File: src/rtl/pipe_ctrl.sv
// pipe_ctrl: pipeline sequencing controller for the five-stage core.
// Merges ID/EX/MEM stall requests and the MEM flush request into a per-stage
// stall vector. Sequences a one-cycle registered flush with a redirect PC and
// keeps a saturating stall-cycle counter.
// Optional stall watchdog: define PIPE_CTRL_WDOG_EN to build it.
module pipe_ctrl #(
    parameter int unsigned WDOG_LIMIT  = 255,
    parameter logic [31:0] WDOG_VECTOR = 32'h0000_0040
) (
    input  logic        clk,
    input  logic        rst,
    input  logic        stallreq_id,
    input  logic        stallreq_ex,
    input  logic        stallreq_mem,
    input  logic        flush_req,
    input  logic [31:0] flush_pc,
    output logic [5:0]  stall,
    output logic        flush,
    output logic [31:0] new_pc,
    output logic [31:0] stall_cnt,
    output logic        wdog_fired
);

    localparam logic [1:0] StRun   = 2'd0;
    localparam logic [1:0] StStall = 2'd1;
    localparam logic [1:0] StFlush = 2'd2;

    logic [1:0]  state_q, state_d;
    logic        flush_q, flush_d;
    logic [31:0] new_pc_q, new_pc_d;
    logic [31:0] stall_cnt_q, stall_cnt_d;

    logic        req_any;
    logic        wdog_fire;
    logic        flush_any;
    logic [31:0] redirect_pc;

    assign req_any = stallreq_id | stallreq_ex | stallreq_mem;

`ifdef PIPE_CTRL_WDOG_EN
    logic [31:0] wdog_cnt_q, wdog_cnt_d;
    logic        wdog_fired_q, wdog_fired_d;

    // Fire once the stall has persisted WDOG_LIMIT counted cycles with a request still up.
    always_comb begin
        wdog_fire    = (state_q == StStall) && req_any && (wdog_cnt_q == WDOG_LIMIT);
        wdog_cnt_d   = '0;
        if ((state_q == StStall) && !wdog_fire) begin
            wdog_cnt_d = wdog_cnt_q + 32'd1;
        end
        wdog_fired_d = wdog_fired_q | wdog_fire;
    end

    // Watchdog counter and sticky fired flag.
    always_ff @(posedge clk) begin
        if (rst) begin
            wdog_cnt_q   <= '0;
            wdog_fired_q <= 1'b0;
        end else begin
            wdog_cnt_q   <= wdog_cnt_d;
            wdog_fired_q <= wdog_fired_d;
        end
    end

    // A real flush request overrides the watchdog target.
    assign redirect_pc = flush_req ? flush_pc : WDOG_VECTOR;
    assign wdog_fired  = wdog_fired_q;
`else
    logic unused_params;

    assign wdog_fire     = 1'b0;
    assign redirect_pc   = flush_pc;
    assign wdog_fired    = 1'b0;
    assign unused_params = ^{WDOG_LIMIT, WDOG_VECTOR};
`endif

    assign flush_any = flush_req | wdog_fire;

    // Zero-latency stall vector; deeper requests freeze more upstream stages.
    always_comb begin
        stall = 6'b000000;
        if (!rst && (state_q != StFlush)) begin
            if (flush_any) begin
                stall = 6'b111111;
            end else if (stallreq_mem) begin
                stall = 6'b011111;
            end else if (stallreq_ex) begin
                stall = 6'b001111;
            end else if (stallreq_id) begin
                stall = 6'b000111;
            end
        end
    end

    // Next-state, flush strobe and redirect PC; FLUSH ignores all stale requests.
    always_comb begin
        state_d  = state_q;
        flush_d  = 1'b0;
        new_pc_d = new_pc_q;
        case (state_q)
            StRun, StStall: begin
                if (flush_any) begin
                    state_d  = StFlush;
                    flush_d  = 1'b1;
                    new_pc_d = redirect_pc;
                end else if (req_any) begin
                    state_d = StStall;
                end else begin
                    state_d = StRun;
                end
            end
            StFlush: state_d = StRun;
            default: state_d = StRun;
        endcase
    end

    // Saturating count of cycles in which the PC is held.
    always_comb begin
        stall_cnt_d = stall_cnt_q;
        if (stall[0] && (stall_cnt_q != 32'hFFFF_FFFF)) begin
            stall_cnt_d = stall_cnt_q + 32'd1;
        end
    end

    // Controller state registers with synchronous reset.
    always_ff @(posedge clk) begin
        if (rst) begin
            state_q     <= StRun;
            flush_q     <= 1'b0;
            new_pc_q    <= '0;
            stall_cnt_q <= '0;
        end else begin
            state_q     <= state_d;
            flush_q     <= flush_d;
            new_pc_q    <= new_pc_d;
            stall_cnt_q <= stall_cnt_d;
        end
    end

    assign flush     = flush_q;
    assign new_pc    = new_pc_q;
    assign stall_cnt = stall_cnt_q;

endmodule

File: config.mk
export PLATFORM = sky130hd
export DESIGN_NAME = pipe_ctrl
export DESIGN_NICKNAME = d
export VERILOG_FILES = /design/src/rtl/pipe_ctrl.sv
export SDC_FILE = /design/constraint.sdc
export NUM_CORES = 1
export LEC_CHECK = 0
export ABC_AREA = 0
export CORE_MARGIN = 2
export CORE_UTILIZATION = 25
export DETAILED_ROUTE_END_ITERATION = 10
export MAX_ROUTING_LAYER = met4
export PLACE_DENSITY = 0.56
export SYNTH_ARGS = -nofsm -noshare
export SYNTH_HDL_FRONTEND = slang
export SYNTH_SLANG_ARGS = --single-unit
export TNS_END_PERCENT = 10
File: constraint.sdc
create_clock -name clk -period 4.3 [get_ports clk]
set_input_delay 0.43 -clock clk [delete_from_list [all_inputs] [get_ports clk]]
set_output_delay 0.43 -clock clk [all_outputs]
set_load 0.02 [all_outputs]
Word level (Yosys, flattened, before mapping)
Cells that the tools add are included.

word-level totals
  bits in registers = 67
  bits of input ports = 38
  output and inout bits = 72
  logic and storage cells = 28

operators by class
  add/subtract/negate cells = 1
  equal/unequal tests = 3
  multiplexer cells = 8
  bitwise operators = 3
  reductions and logical operators = 8

operators by type and width
  operator                                                               count
  32-bit by 1-bit adder with 32-bit output, second input constant        1
  32-bit inequality test, second input constant                          1
  6-bit two-way mux                                                      2
  5-bit two-way mux                                                      1
  4-bit two-way mux                                                      1
  2-bit OR reduction                                                     2
  3-bit two-way mux                                                      1
  3-bit OR reduction                                                     1
  2-bit by 1-bit equality test with 1-bit output, second input constant  1
  1-bit logical AND                                                      2
  2-bit zero test                                                        1
  1-bit two-way mux                                                      2
  2-bit two-way mux                                                      1
  2-bit inequality test, second input constant                           1
  1-bit bitwise OR                                                       2
  2-bit AND reduction                                                    1
  1-bit zero test                                                        1
  1-bit NOT                                                              1

Longest topological paths before layout
  depth in word-level cells = 6
  gate-level depth with buffers = 8
  gate-level depth less buffers = 7

Worst setup path after synthesis
No wires, ideal clock.

  path type = register -> register
  from = reg stall_cnt_q[0] (netlist: stall_cnt[0])
  to = reg stall_cnt_q[31] (netlist: stall_cnt[31])
  library setup time = 121 ps
  arrival = 2113 ps
  path slack = 2065 ps
  cell stages (with the launch flop) = 9
  buffers on the path = 1
  cells stage by stage = dfxtp_1 -> ha_1 -> and3_2 -> nand2_1 -> or4_4 -> buf_6 -> nand4bb_4 -> nor2_2 -> mux2_4

on the way
  cells in the longest elaborated chain, start to end = 2

ends and longest elaborated chain
  item                                                                                              line  RTL
  from (decl)                                                                                       31    logic [31:0] stall_cnt_q, stall_cnt_d;
  from (signal assigned)                                                                            136   stall_cnt_q <= stall_cnt_d;
  parallel branches: the longest is 2 deep, another holds 32-bit by 1-bit adder with 32-bit output  -

Parallel ways; which one is timed is not known.
A chain may end at the register's enable or synchronous reset.

Worst setup path in the final report
  from = in flush_req
  to = out stall[0]

on the way
  cells in the longest elaborated chain, start to end = 2

ends and longest elaborated chain
  item               line  RTL
  from (decl)        15    input logic flush_req,
  6-bit two-way mux  83    if (flush_any) begin
  6-bit two-way mux  82    if (!rst && (state_q != StFlush)) begin
  to (decl)          17    output logic [5:0] stall,

No other way between the ends.

==> reports/qor.csv <==
stage,metric,value,unit
worst_setup_path,crit_start,flush_req,
floorplanning,core_area,0.0109,mm2
worst_setup_path,critPathMaxStageDelay,0.71,ns
detailed_routing,dr.pass1.iters,4,
yosys,synth.avg_cell_area,8.40,um2
pwr,p_leak,1.47,nW
place,post-dp-hpwl,5470,um
pwr,vdd_drop_max,128,uV
sta,setup-tns-final,0,ns
worst_setup_path,cp_common_cell,clkdlybuf4s50_1,
worst_setup_path,rrSetupSlack,2.04,ns
run,maxCapViolCount,0,
place,portBuffers,108,
sta,fin_skew,0.00960,ns
sta,hold_viol,0,
clock_tree,cts_sinks,66,
yosys,ys_seq_elements,66,
global_route,first_global_vias,2442,
sta,post-route-period-util,0.639,
worst_setup_path,required,3.87,ns
worst_setup_path,arrival,2.32,ns
yosys,synth_fp_nets,374,
worst_setup_path,startpoint_type,primary input,
worst_setup_path,cp-end-kind,primary output,
place,placedCellCount,563,
clock_tree,cts_buffers,9,
pwr,total_power,1.53,mW
floorplanning,die_w,110,um
clock_tree,htreeDepth,3,
yosys,post-synth-top-area-cell,dfxtp_1,
sta,fmax,364,MHz
clock_tree,cts_root_buf,clkbuf_8,
clock_tree,cts_setup_buffers,0,
detailed_routing,drc,0,
floorplanning,floorplan.initialDensity,0.258,
worst_hold_path,hold_path.startpoint,new_pc[11],
sta,maxSlewHeadroom,0.138,
clock_tree,insertion_delay,0.34,ns
place,gp_congestion,0.750,
floorplanning,pin_count,110,
cells_and_area,stdcell_area,0.00424,mm2
detailed_routing,via_count,2635,
run_status,outcome,"finished, final reports clean",
floorplanning,die_area,0.0121,mm2
yosys,ys.warnings.count,0,
global_route,grt_pass1_wl,12100,um
clock_tree,ctsHoldBuffers,0,
yosys,synth_cell_types,42,
worst_hold_path,holdPathStages,2,
place,place_area,0.00396,mm2
clock_tree,clockBufferDepth,2,
clock_tree,cts_tree,built,
global_route,grt_overflow,0,
global_route,antenna_found_initial,0,
floorplanning,row_count,38,
cells_and_area,area_growth,50.6,%
cells_and_area,final_cells,579,
sta,finalMaxSlewViolations,0,
sta,min_period,2.75,ns
sta,worstMarginPinSlew,1.29,ns
global_route,grt_use_total,0.132,
worst_hold_path,hold_end,new_pc[11],
worst_setup_path,worstSetupPathType,in -> out,
cells_and_area,n_antenna_cell,0,
cells_and_area,finalNetCount,473,
detailed_routing,ant_nets,0,
clock_tree,cts_resized,0,
detailed_routing,drtIter0Drc,163,
detailed_routing,viasPerCell,4.55,
sta,rsz0062_at_grt,no,
floorplanning,die_height,110,um
worst_setup_path,r2r_end,stall_cnt[31],
worst_setup_path,path_cells,clkdlybuf4s50_1 -> nor4_1 -> a211oi_2 -> clkdlybuf4s50_1,
detailed_routing,wirelength,7900,um
global_route,grt_max_degree,41,
pwr,cellPowerDensity,361,mW/mm2
worst_setup_path,worst_r2r_path_depth,7,
yosys,yosysSeqAreaShare,0.470,
yosys,yosys-top-cells-area,"dfxtp_1 (47%), nand2_1 (10%), a21oi_1 (7.5%), xor2_1 (4.4%), nor2_1 (3.2%)",
yosys,synth_area,0.00281,mm2
worst_setup_path,cpMaxStageDelayCell,clkdlybuf4s50_1,
yosys,netlist_instances,335,
sta,setup_viol,0,
clock_tree,path_clk_slew,0.07,ns
cells_and_area,layout-drive-gt1-share,0.0752,
worst_hold_path,hold_path.class,reg -> reg,
yosys,synth_top_area_frac,0.470,
worst_setup_path,cp_max_fo,7,
detailed_routing,wl_per_cell,13.6,um
worst_setup_path,r2r-start,stall_cnt[0],
==> logic make-up after synthesis <==
logic type | count (synthesis) | synth area share
mux | 2 | 0.00890
fa+ha+maj | 1 | 0.00445
xor+xnor | 20 | 0.0623
buf+inv | 23 | 0.0427
simple gates | 165 | 0.301
flops | 66 | 0.470
other cells | 1 | 0.00133
compound gates | 57 | 0.110
==> power by group <==
group	switching (mW)	internal (mW)	total [mW]
Sequential	0.0128	0.631	0.644
Clock	0.250	0.462	0.712
Combinational	0.0892	0.0859	0.175
Total	0.352	1.18	1.53
==> cell usage in the layout (no fill, tap or decap), types with 5 or more instances in the layout <==
| master | n |
|---|---|
| a21oi_1 | 42 |
| nand2_1 | 75 |
| clkbuf_8 | 10 |
| xor2_1 | 14 |
| xnor2_1 | 6 |
| clkdlybuf4s50_1 | 107 |
| dfxtp_1 | 66 |
| or3_1 | 9 |
| nor2_1 | 24 |
| nand4_1 | 12 |
| o21ai_0 | 9 |
| and3_1 | 5 |
| nand3_1 | 8 |
==> per-layer routing <==
layer	global-route usage	up-vias	wire length (um)
li1	-	1343	-
met1	0.169	1207	3770
met2	0.205	74	3550
met3	0.0294	11	475
met4	0.0488	0	106
met5	-	-	0
==> synthesized netlist by cell type (all sizes together) <==
library cell and instances:
nand2 75, dfxtp 66, a21oi 42, nor2 25, xor2 14, clkbuf 13, nand4 12, nand3 11
o21ai 9, or3 9, and3 8, buf 8, and4 6, xnor2 6, nand4b 4, nor3 3
nor4 3, inv 2, nor2b 2, o31a 2, or4 2, a211oi 1, a311oi 1, and2 1
and2b 1, conb 1, ha 1, mux2 1, mux2i 1, nand2b 1, nand4bb 1, o211ai 1
o21a 1, or2 1
==> sequential cells by signal (all words and copies together) (netlist names) <==
| register | flops |
|---|---|
| new_pc | 32 |
| stall_cnt | 32 |
| state_q | 2 |
==> metrics by stage <==
stage | setup WS [ns] | hold WS [ns] | util
detailed placement | 1.48 | 0.448 | 0.364
CTS | 1.53 | 0.458 | 0.389
global placement | 1.53 | 0.441 | 0.364
floorplan | 2.07 | 0.509 | -
global route | 1.41 | 0.468 | 0.389
finish | 1.55 | 0.456 | 0.389
==> area by class of cell <==
cell class / count / area (um2)
Fill cell: 1146 / 6650
Multi-Input combinational cell: 246 / 1370
Sequential cell: 66 / 1320
Timing Repair Buffer: 109 / 1080
Tap cell: 140 / 175
Clock buffer: 10 / 138
Clock inverter: 6 / 138
Inverter: 2 / 7.51
==> critical path: cells and delay by family <==
family / cells / cell delay (ns)
buffers and inverters: 2 / 1.30
AND/OR/NAND/NOR: 1 / 0.11
AO/OA/AOI/OAI: 1 / 0.48
==> how the worst max path moves through the flow <==
stage / endpoint / slack (ns)
after floorplan: stall_cnt[31] / 2.07
after global placement: stall_cnt[31] / 1.53
after detailed placement: stall_cnt[31] / 1.48
after CTS: stall[1] / 1.53
after global routing: stall[1] / 1.41
final: stall[0] / 1.55
Power figures use the tool's default switching activity.
